$ cat config.mk
export PLATFORM = sky130hd
export DESIGN_NAME = product_accumulator
export DESIGN_NICKNAME = d
export VERILOG_FILES = /design/src/rtl/product_accumulator.sv
export SDC_FILE = /design/constraint.sdc
export NUM_CORES = 1
export LEC_CHECK = 0
export ABC_AREA = 1
export CAP_MARGIN = 25
export CORE_MARGIN = 2
export CORE_UTILIZATION = 45
export CTS_CLUSTER_SIZE = 40
export DETAILED_ROUTE_END_ITERATION = 6
export GPL_TIMING_DRIVEN = 0
export PLACE_DENSITY_LB_ADDON = 0.2
export SLEW_MARGIN = 20
export SYNTH_ARGS = -nofsm -noshare
export SYNTH_HDL_FRONTEND = slang
export SYNTH_SLANG_ARGS = --single-unit
$ cat constraint.sdc
create_clock -name clk -period 1.95 [get_ports clk]
set_input_delay 0.39 -clock clk [delete_from_list [all_inputs] [get_ports clk]]
set_output_delay 0.39 -clock clk [all_outputs]
set_load 0.03 [all_outputs]
$ cat src/rtl/product_accumulator.sv
// product_accumulator
// -------------------
// Consumer end of the multiplier output stream in the MAC datapath. Signed
// products arrive over a valid/ready handshake. Each run of vec_len products
// (one vector) is summed into a signed, wrapping accumulator. Every completed
// sum is then offered on a valid/ready result port, with a sticky signed-overflow
// flag.
//
// Ports
//   clk        in   rising-edge clock
//   rst        in   synchronous reset, active low
//   mul_in     in   [MUL_WIDTH-1:0] signed product (two's complement)
//   mul_valid  in   mul_in is valid
//   mul_ready  out  product is accepted this cycle (low while rst is low)
//   vec_len    in   [LEN_WIDTH-1:0] products per vector, sampled on the first
//                   product of each vector; 0 means 1
//   acc_out    out  [ACC_WIDTH-1:0] completed signed sum (registered)
//   acc_ovf    out  signed overflow occurred somewhere in the vector
//   acc_valid  out  acc_out / acc_ovf are valid
//   acc_ready  in   downstream takes the result
//   busy       out  a vector is in progress (after its first product)
module product_accumulator #(
  parameter int MUL_WIDTH = 32,
  parameter int ACC_WIDTH = 40,
  parameter int LEN_WIDTH = 8
) (
  input  logic                 clk,
  input  logic                 rst,
  input  logic [MUL_WIDTH-1:0] mul_in,
  input  logic                 mul_valid,
  output logic                 mul_ready,
  input  logic [LEN_WIDTH-1:0] vec_len,
  output logic [ACC_WIDTH-1:0] acc_out,
  output logic                 acc_ovf,
  output logic                 acc_valid,
  input  logic                 acc_ready,
  output logic                 busy
);

  typedef enum logic [1:0] {
    IDLE  = 2'd0,
    ACCUM = 2'd1,
    HOLD  = 2'd2
  } state_t;

  localparam int CNT_WIDTH = LEN_WIDTH + 1;
  localparam logic [CNT_WIDTH-1:0] CNT_ONE = CNT_WIDTH'(1);

  state_t                state_reg, state_next;
  logic [ACC_WIDTH-1:0]  acc_reg, acc_next;
  logic                  ovf_reg, ovf_next;
  logic [CNT_WIDTH-1:0]  count_reg, count_next;
  logic [CNT_WIDTH-1:0]  len_reg, len_next;

  logic                  ready_int;
  logic [ACC_WIDTH-1:0]  prod_ext;
  logic [ACC_WIDTH-1:0]  sum;
  logic                  add_ovf;
  logic [CNT_WIDTH-1:0]  first_len;
  logic [CNT_WIDTH-1:0]  count_inc;

  // Sign-extend the product to the accumulator width.
  assign prod_ext = ACC_WIDTH'($signed(mul_in));
  assign sum      = acc_reg + prod_ext;

  // Two's-complement overflow: both operands have the same sign and the
  // wrapped sum has the other sign.
  assign add_ovf  = (acc_reg[ACC_WIDTH-1] == prod_ext[ACC_WIDTH-1]) &&
                    (sum[ACC_WIDTH-1] != acc_reg[ACC_WIDTH-1]);

  // A zero length is handled as a one-product vector.
  assign first_len = (vec_len == '0) ? CNT_ONE : {1'b0, vec_len};
  assign count_inc = count_reg + CNT_ONE;

  always_ff @(posedge clk) begin
    if (!rst) begin
      state_reg <= IDLE;
      acc_reg   <= '0;
      ovf_reg   <= 1'b0;
      count_reg <= '0;
      len_reg   <= '0;
    end else begin
      state_reg <= state_next;
      acc_reg   <= acc_next;
      ovf_reg   <= ovf_next;
      count_reg <= count_next;
      len_reg   <= len_next;
    end
  end

  always_comb begin
    state_next = state_reg;
    acc_next   = acc_reg;
    ovf_next   = ovf_reg;
    count_next = count_reg;
    len_next   = len_reg;
    ready_int  = 1'b0;

    case (state_reg)
      IDLE: begin
        ready_int = 1'b1;
        if (mul_valid) begin
          acc_next   = prod_ext;
          ovf_next   = 1'b0;
          count_next = CNT_ONE;
          len_next   = first_len;
          state_next = (first_len == CNT_ONE) ? HOLD : ACCUM;
        end
      end

      ACCUM: begin
        ready_int = 1'b1;
        if (mul_valid) begin
          acc_next   = sum;
          ovf_next   = ovf_reg | add_ovf;
          count_next = count_inc;
          if (count_inc == len_reg) begin
            state_next = HOLD;
          end
        end
      end

      HOLD: begin
        // The result slot frees up exactly when downstream takes it, so a new
        // first product can be loaded in that same cycle without a bubble.
        ready_int = acc_ready;
        if (acc_ready) begin
          if (mul_valid) begin
            acc_next   = prod_ext;
            ovf_next   = 1'b0;
            count_next = CNT_ONE;
            len_next   = first_len;
            state_next = (first_len == CNT_ONE) ? HOLD : ACCUM;
          end else begin
            state_next = IDLE;
          end
        end
      end

      default: begin
        state_next = IDLE;
      end
    endcase
  end

  // Nothing is taken while reset is asserted.
  assign mul_ready = rst & ready_int;
  assign acc_out   = acc_reg;
  assign acc_ovf   = ovf_reg;
  assign acc_valid = (state_reg == HOLD);
  assign busy      = (state_reg == ACCUM);

endmodule

==> impl_metrics.tcl, run 1 <==
set metrics [dict create \
    layout.cell_area.non_filler_sq_um 8220 \
    start_util 0.465 \
    overflow 0 \
    drive_above_1_share 0.257 \
    ios 88 \
    vdd_drop_max_mv 0.342 \
    syn_avg_cell_area_sq_um 5.82 \
    yosysMostFrequentCell "nand2_1" \
    cap_violations 0 \
    cts_buffers 9 \
    vias 6784 \
    die_x_microns 116 \
    status "complete, but fails checks" \
    grt_max_degree 12 \
    clkTransAtPathRegs_ns 0.06 \
    ys_ff_latch 60 \
    drt_drc_violations_left 0 \
    synthArstFlopShare 0 \
    holdPathEnd "acc_out[8]" \
    seq_area_frac_synth 0.213 \
    synth_edf_count 0 \
    core_area_sq_um 12100 \
    layout_setup_ws_ns -0.0368 \
    worst-slew-pin-transition_ns 0.638 \
    rrSetupSlack_ns -0.04 \
    pwr_density_cell_nw_per_um2 683 \
    place_area_sq_um 6700 \
    r2r_end "acc_out[8]" \
    min_path_type "input pin to register" \
    p_leak_nw 3.56 \
    maxSlewViolCount 0 \
    ys_types 36 \
    grt_pass1_wl_mm 30.1 \
    postSynthNetCount 1052 \
    min_path_cells 3 \
    fp.dieH_microns 116 \
    min_period_ns 1.99 \
    synth_common_cells "297 x nand2_1, 120 x nor2_1, 100 x inv_1, 85 x a21oi_1, 68 x nand3_1" \
    tritoncts "built" \
    die_area_sq_um 13400 \
    drt_first_pass_iters 5 \
    timing.hold.ws_ns 0.410 \
    cp.required_ns 2.21 \
    largest_reg_flops 40 \
    critPathMaxFanout 4 \
    synth_ff_type "dfxtp_1" \
    vias_per_cell 5.39 \
    n_antenna_cell 0 \
    fp-row-count 40 \
    hold_path.startpoint "mul_in[8]" \
    setup-violations-final 2 \
    wl_mm 19.6 \
    timing.final.crit_share 1.02 \
    endpoint_kind "register" \
    violations "negative setup slack" \
    synth_area_leaders "dfxtp_1 21%, nand2_1 20%, ha_1 8.9%" \
    ys_warn_count 0 \
    io_buffers 86 \
    start_kind "register" \
    drt-wirelength-per-cell_microns 15.5 \
    syn_inst 967 \
    power_mw 5.61 \
    insertion_delay_ns 0.35 \
    synth_area_leader_cell "dfxtp_1" \
    fmax_ghz 0.503 \
    fin_worst_skew_ns 0.00868 \
    timing.rr.start "acc_out[0]" \
    postRouteAntennaNets 0 \
    synth.top_cell.area_share 0.213 \
    reg2regPathDepth 11 \
    path_class "register to register" \
    root_buffer "clkbuf_16" \
    syn-cell-area_sq_um 5630 \
    hold_violations 0 \
    gp_congestion 1.00 \
    rsz0062_at_grt "yes" \
    hold_buffers 0 \
    slew_headroom 0.575 \
    cts.path.max_buffers 2 \
    grt_pass1_vias 6219 \
    dpl.hpwl_mm 14.0 \
    htree_levels 3 \
    arrival_ns 2.25 \
    drt_iter0_markers 520 \
    track_usage 0.283 \
    fin_nets 1171 \
    antenna_found_initial 0 \
    numClockSinks 60 \
    area_delta_synth_final_pct 45.9 \
]
critical path, stage by stage, from the launching register on:
cell and delay, ns:
dfxtp_4 0.36, ha_4 0.17, fa_2 0.41, nand3_2 0.09, nand2_4 0.08, nand2_4 0.07
nand2_4 0.08, buf_4 0.14, buf_4 0.12, xor2_1 0.14, nand2_1 0.09, a31oi_1 0.14
layer usage:
| metal | share of wire | track usage | up-vias |
|---|---|---|---|
| met1 | 0.44 | 0.364 | 3110 |
| met4 | 0.036 | 0.119 | 0 |
| met3 | 0.062 | 0.0450 | 51 |
| li1 | - | - | 3397 |
| met2 | 0.47 | 0.472 | 226 |
| met5 | 0 | 0 | - |
power breakdown:
| group | switching [mW] | internal [mW] | total [mW] | leakage (nW) |
|---|---|---|---|---|
| Sequential | 0.111 | 1.33 | 1.45 | 0.500 |
| Combinational | 1.42 | 0.936 | 2.36 | 2.91 |
| Clock | 0.653 | 1.16 | 1.81 | 0.156 |
layout make-up:
class                   count  area [sq um]
well taps                 168           210
flip-flops and latches     60          1220
clock inverters             5          85.1
clock buffers              11           243
repair buffers            108           992
inverters                 106           399
multi-input cells         778          4940
plain buffers              23           121
fillers                  1080          3900
how the worst max path moves through the flow:
stage          startpoint     endpoint  cells after the start  slack (ns)
2_1_floorplan   mul_in[0]  acc_out[14]                     11        0.01
3_3_place_gp    mul_in[0]  acc_out[30]                     15       -0.81
3_5_place_dp    mul_in[0]  acc_out[30]                     15       -0.81
4_1_cts         mul_in[8]  acc_out[30]                     13      0.0007
5_1_grt        acc_out[0]   acc_out[8]                     11       -0.12
6_report       acc_out[0]   acc_out[8]                     11       -0.04
stage by stage:
step | setup WS (ns) | setup TNS, ns | util | std cells
finish | -0.0368 | -0.0374 | 0.678 | 1259
global route | -0.123 | -1.09 | 0.678 | 1259
CTS | 0.000692 | 0 | 0.645 | 1252
detailed placement | -0.812 | -23.77 | 0.553 | 1221
global placement | -0.810 | -23.91 | 0.553 | 1221
floorplan | 0.0114 | 0 | - | 967
cells by family after synthesis:
family                     after synthesis  share of synthesized area
and+or+nand+nor                        551                      0.417
xor gates and xnor gates                14                     0.0218
buffers and inverters                  129                     0.0907
DFF                                     60                      0.213
AOI/OAI and AO/OA                      172                      0.164
adders and majority gates               41                     0.0925
cells in the final DEF, fill, tap and decap left out, drive strengths merged, types with 2 or more instances in the layout:
cell type	n
bufinv	2
inv	102
dlymetal6s2s	2
clkbuf	19
a21oi	91
nand3	73
nor3	6
dfxtp	60
a31oi	15
xor2	13
nand4	12
buf	39
o21bai	2
clkdlybuf4s50	51
clkdlybuf4s15	2
nand2	319
and2	3
dlygate4sd2	29
o21ai	59
nand3b	4
nor2	133
clkinv	6
o21a	2
ha	40
repair_timing:
item | 4_1_cts | 5_1_grt
pin swaps | 41 | 30
buffers inserted | 15 | 7
endpoints found under the setup margin | 35 | 32
resized for setup | 174 | 114
Power figures use the tool's default switching activity.
==> run 2: changes to the inputs <==
--- a/config.mk
+++ b/config.mk
@@ -17,3 +17,4 @@
 export SYNTH_ARGS = -nofsm -noshare
 export SYNTH_HDL_FRONTEND = slang
 export SYNTH_SLANG_ARGS = --single-unit
+export TNS_END_PERCENT = 30
==> constraint.sdc (replaced) <==
create_clock -name clk -period 2.35 [get_ports clk]
set_input_delay 0.47 -clock clk [delete_from_list [all_inputs] [get_ports clk]]
set_output_delay 0.47 -clock clk [all_outputs]
set_load 0.03 [all_outputs]
==> run 2 against run 1 <==
The flow now finishes without violations. Die area is the same. Critical path depth shrank 1. Via count shrank 5.0%. Critical path type is now input pin to register. Critical endpoint is now acc_out[36]. Largest cell class unchanged.
==> impl_metrics.tcl, run 2 (synthesized netlist as in run 1, its figures left out) <==
set metrics [dict create \
    status "completed" \
    drt_drc_violations_left 0 \
    rrSetupSlack_ns 0.27 \
    insertion_delay_ns 0.35 \
    maxSlewViolCount 0 \
    worst-slew-pin-transition_ns 0.682 \
    min_path_type "register to register" \
    fin_worst_skew_ns 0.00778 \
    r2r_end "acc_out[22]" \
    cts_buffers 9 \
    comb_power_share 0.385 \
    vdd_drop_max_mv 0.305 \
    fin_nets 1151 \
    critPathMaxFanout 4 \
    p_leak_nw 3.23 \
    drt_first_pass_iters 5 \
    endpoint_kind "register" \
    tritoncts "built" \
    ios 88 \
    fp-row-count 40 \
    layout_setup_ws_ns 0.0322 \
    largest_reg_flops 40 \
    grt_pass1_wl_mm 27.4 \
    drt_iter0_markers 433 \
    reg2regPathDepth 12 \
    cts.path.max_buffers 2 \
    htree_levels 3 \
    pre_cts_slack_ns -0.514 \
    vias_per_cell 5.20 \
    overflow 0 \
    switching_share 0.383 \
    hold_violations 0 \
    postRouteAntennaNets 0 \
    start_kind "input pin" \
    p_sw_mw 1.59 \
    fp.dieH_microns 116 \
    p_int_mw 2.56 \
    endpoint "acc_out[36]" \
    root_buffer "clkbuf_16" \
    start_util 0.465 \
    fmax_ghz 0.431 \
    dpl.hpwl_mm 14.0 \
    drive_above_1_share 0.110 \
    io_buffers 86 \
    cp.required_ns 2.63 \
    arrival_ns 2.60 \
    drt-wirelength-per-cell_microns 14.2 \
    die_x_microns 116 \
    vias 6445 \
    pwr_density_cell_nw_per_um2 572 \
    wl_mm 17.6 \
    gp_congestion 0.997 \
    min_period_ns 2.32 \
    timing.final.crit_share 0.986 \
    crit_start "mul_in[10]" \
    area_delta_synth_final_pct 28.7 \
    grt_max_degree 12 \
    core_area_sq_um 12100 \
    clkTransAtPathRegs_ns 0.06 \
    timing.rr.start "acc_out[0]" \
    slew_headroom 0.545 \
    rsz0062_at_grt "yes" \
    track_usage 0.263 \
    die_area_sq_um 13400 \
    p_seq_frac 0.284 \
    pwr-share-clk 0.331 \
    hold_buffers 0 \
    cap_violations 0 \
    final_cell_mix "296 x nand2_1, 111 x nor2_1, 100 x inv_1" \
    antenna_found_initial 0 \
    layout_commonest_cell "nand2_1" \
    setup-violations-final 0 \
    path_class "input pin to register" \
    grt_pass1_vias 5625 \
    n_antenna_cell 0 \
    dp.cells 1221 \
    numClockSinks 60 \
    final_cells 1239 \
]
-- run 2: changes by cell type in the layout (fill, tap and decap cells not counted), sizes merged --
cell           before  now
clkinv              6    5
dlygate4sd2        29    2
clkinvlp            1    3
buf                39   18
clkdlybuf4s50      51   81
bufinv              2    1
clkdlybuf4s15       2    0
-- run 2: worst min path at each step --
stage                          start          to  slack [ns]  cells after the start
after global routing         acc_ovf     acc_ovf        0.47                      2
after global placement       acc_ovf     acc_ovf        0.44                      2
after detailed placement     acc_ovf     acc_ovf        0.45                      2
after CTS                    acc_ovf     acc_ovf        0.45                      2
after floorplan           len_reg[3]  len_reg[3]        0.44                      2
final                        acc_ovf     acc_ovf        0.45                      2
-- run 2: power groups by stage --
| stage | clock network (mW) | registers [mW] | logic (mW) |
|---|---|---|---|
| after floorplan | 0 | 1.30 | 0.903 |
| after global placement | 0 | 1.19 | 1.50 |
| after detailed placement | 0 | 1.19 | 1.50 |
| after CTS | 1.39 | 1.17 | 1.51 |
| after global routing | 1.44 | 1.19 | 1.75 |
| final | 1.37 | 1.18 | 1.60 |
-- run 2: layout make-up --
| type | count | area [sq um] |
|---|---|---|
| clock buffer | 11 | 243 |
| tap | 168 | 210 |
| inverter | 106 | 399 |
| clock inverter | 5 | 61.3 |
| buffer | 23 | 114 |
| sequential | 60 | 1200 |
| fill | 1235 | 4870 |
| multi-input combinational | 778 | 4140 |
| timing repair buffer | 88 | 873 |
-- run 2: timing repair --
action | 4_1_cts | 5_1_grt
setup endpoints to repair | 16 | 26
pin swaps | 1 | 3
resized for setup | 7 | 46
buffers inserted | 2 | 0
-- run 2: worst max-delay path: stages --
cell and delay (ns):
clkdlybuf4s50_1 0.44, ha_1 0.38, nand2_1 0.13, nor2_1 0.27, nand4_1 0.28, nand3_2 0.17
nand2_1 0.13, nand3_1 0.11, nand3_1 0.08, a21oi_1 0.13
-- run 2: metal layers --
layer | vias up | track usage | routed length (microns)
met5 | - | 0 | 0
met4 | 0 | 0.107 | 430
met3 | 28 | 0.0465 | 1080
met2 | 186 | 0.421 | 7890
met1 | 2888 | 0.350 | 8220
li1 | 3343 | - | -
-- run 2: stage by stage --
stage	hold WS (ns)	TNS (ns)	total power, mW	util	area [sq um]
floorplan	0.444	0	2.21	-	5630
global placement	0.439	-10.78	2.69	0.553	6700
detailed placement	0.449	-10.73	2.69	0.553	6700
CTS	0.454	0	4.07	0.580	7020
global route	0.470	-0.243	4.38	0.598	7250
finish	0.450	0	4.14	0.598	7250
==> run 3: changes to the inputs <==
--- a/config.mk
+++ b/config.mk
@@ -11,8 +11,8 @@
 export CORE_UTILIZATION = 45
 export CTS_CLUSTER_SIZE = 40
 export DETAILED_ROUTE_END_ITERATION = 6
-export GPL_TIMING_DRIVEN = 0
 export PLACE_DENSITY_LB_ADDON = 0.2
+export REMOVE_ABC_BUFFERS = 1
 export SLEW_MARGIN = 20
 export SYNTH_ARGS = -nofsm -noshare
 export SYNTH_HDL_FRONTEND = slang
==> run 3 against run 2 <==
Maximum frequency is 2.9% higher. Core utilization grew 4.6 points. Global-route usage grew 1.7 points. Flip-flop and latch count unchanged. Via count rose by 3.2%. Critical path type unchanged. Largest power group unchanged.
==> impl_metrics.tcl, run 3 (synthesized netlist as in run 1, its figures left out) <==
set metrics [dict create \
    timing.rr.start "acc_out[21]" \
    fin_worst_skew_ns 0.00651 \
    vias_per_cell 5.09 \
    status "completed" \
    htree_levels 3 \
    n_fill_cell 1179 \
    cts_buffers 9 \
    largest_reg_flops 40 \
    drt_first_pass_iters 5 \
    hold_buffers 0 \
    rrSetupSlack_ns 0.34 \
    drt-wirelength-per-cell_microns 14.0 \
    switching_share 0.375 \
    p_sw_mw 1.64 \
    rsz0062_at_grt "yes" \
    antenna_found_initial 0 \
    drt_iter0_markers 399 \
    start_util 0.465 \
    track_usage 0.280 \
    core_area_sq_um 12100 \
    drt_drc_violations_left 0 \
    final_cells 1307 \
    pwr-share-clk 0.316 \
    wl_mm 18.4 \
    setup-violations-final 0 \
    fin_nets 1219 \
    crit_family "simple AND/OR/NAND/NOR gates" \
    slew_headroom 0.633 \
    met2WireLength_mm 8.47 \
    timing.final.crit_share 0.959 \
    numClockSinks 60 \
    p_seq_frac 0.269 \
    pre_cts_slack_ns -0.336 \
    p_leak_nw 3.59 \
    grt_pass1_wl_mm 29.5 \
    utilization 0.644 \
    grt_pass1_vias 6047 \
    pwr_density_cell_nw_per_um2 561 \
    gp_congestion 0.973 \
    path_class "input pin to register" \
    layout_commonest_cell "nand2_1" \
    multiInputGateArea_sq_um 4090 \
    holdPathEnd "acc_ovf" \
    vias 6650 \
    hold_violations 0 \
    root_buffer "clkbuf_16" \
    layout_setup_ws_ns 0.0972 \
    ios 88 \
    fp-row-count 40 \
    cts.path.max_buffers 2 \
    die_area_sq_um 13400 \
    cp.required_ns 2.56 \
    p_int_mw 2.73 \
    crit_chain "clkdlybuf4s50_1 -> ha_2 -> fa_2 -> nand3_1 -> nand2_2 -> nand3_1 -> nand2_2 -> nand2_1 -> nand2_2 -> nand2_1 -> nand2_1 -> nand2_1 -> nand3_1 -> nand2_1 -> a21oi_1" \
    hold_path.startpoint "acc_ovf" \
    fmax_ghz 0.444 \
    cp_slowest_cell "clkdlybuf4s50_1" \
    tritoncts "built" \
    comb_power_share 0.415 \
    overflow 0 \
    min_path_cells 2 \
    dpl.hpwl_mm 14.6 \
    min_path_type "register to register" \
    worst-slew-pin-transition_ns 0.546 \
    grt_max_degree 43 \
    insertion_delay_ns 0.35 \
    dr_wl_met3_mm 1.05 \
    r2r_end "acc_out[34]" \
    critPathMaxFanout 4 \
    start_kind "input pin" \
    critPathBufInv 1 \
    maxSlewViolCount 0 \
    min_period_ns 2.25 \
    reg2regPathDepth 11 \
    top_layer_used "met4" \
    fin_tns_setup_ns 0 \
    endpoint_kind "register" \
    final_cell_mix "297 x nand2_1, 107 x nor2_1, 100 x inv_1" \
    critical_path.max_stage_delay_ns 0.43 \
    place_area_sq_um 7320 \
    fp.dieH_microns 116 \
    die_x_microns 116 \
    wl_met1_mm 8.52 \
    cts_setup_buffers 0 \
    arrival_ns 2.46 \
    timing.hold.ws_ns 0.453 \
    layout.cell_area.non_filler_sq_um 7800 \
    postRouteAntennaNets 0 \
    crit_top_cell "nand2_1" \
    vdd_drop_max_mv 0.487 \
    n_antenna_cell 0 \
    area_delta_synth_final_pct 38.5 \
    cap_violations 0 \
    clkTransAtPathRegs_ns 0.06 \
    register_area_sq_um 1200 \
    dp.cells 1291 \
    drive_above_1_share 0.169 \
    power_mw 4.38 \
    io_buffers 87 \
]
[run 3: changes by cell type in the layout (fill, tap and decap cells not counted), moves of 4 or more]
cell and delta:
nor2_1 -4, clkbuf_1 -6, buf_4 +85, ha_1 +6, buf_2 -9, ha_4 -5
[run 3: repair_timing]
item / CTS / global route
hold endpoints to repair: 0 / 0
gates resized for setup: 0 / 44
endpoints found under the setup margin: 0 / 20
[run 3: metal layers]
layer,vias to the layer above,GRT usage
met4,0,0.0722
met1,2946,0.373
met2,185,0.464
met3,29,0.0565
met5,-,0
li1,3490,-
[run 3: power by group through the flow]
stage	logic [mW]	registers, mW	clock network [mW]
floorplan	0.877	1.31	0
global placement	1.73	1.19	0
detailed placement	1.73	1.19	0
CTS	1.74	1.17	1.41
global route	2.00	1.19	1.45
finish	1.82	1.18	1.38
[run 3: cell type report]
class                      count  area share
multi-input combinational    778       0.524
timing repair buffer         179       0.205
sequential                    60       0.154
inverter                     106      0.0510
clock buffer                  11      0.0311
tap                          168      0.0270
clock inverter                 5     0.00786
[run 3: tightest hold or removal path: stages (launching register included)]
cell and delay (ns):
dfxtp_1 0.31, inv_1 0.05, a21oi_1 0.05
[run 3: how the worst max path moves through the flow]
stage | slack, ns | cells past startpoint | endpoint | startpoint
after CTS | 0.03 | 15 | acc_out[30] | mul_in[0]
after global routing | -0.04 | 13 | acc_out[36] | mul_in[19]
after detailed placement | -0.34 | 15 | acc_out[30] | mul_in[0]
after floorplan | 0.03 | 8 | acc_out[7] | state_reg[0]
after global placement | -0.35 | 13 | acc_out[29] | mul_in[23]
final | 0.1 | 15 | acc_out[30] | mul_in[0]
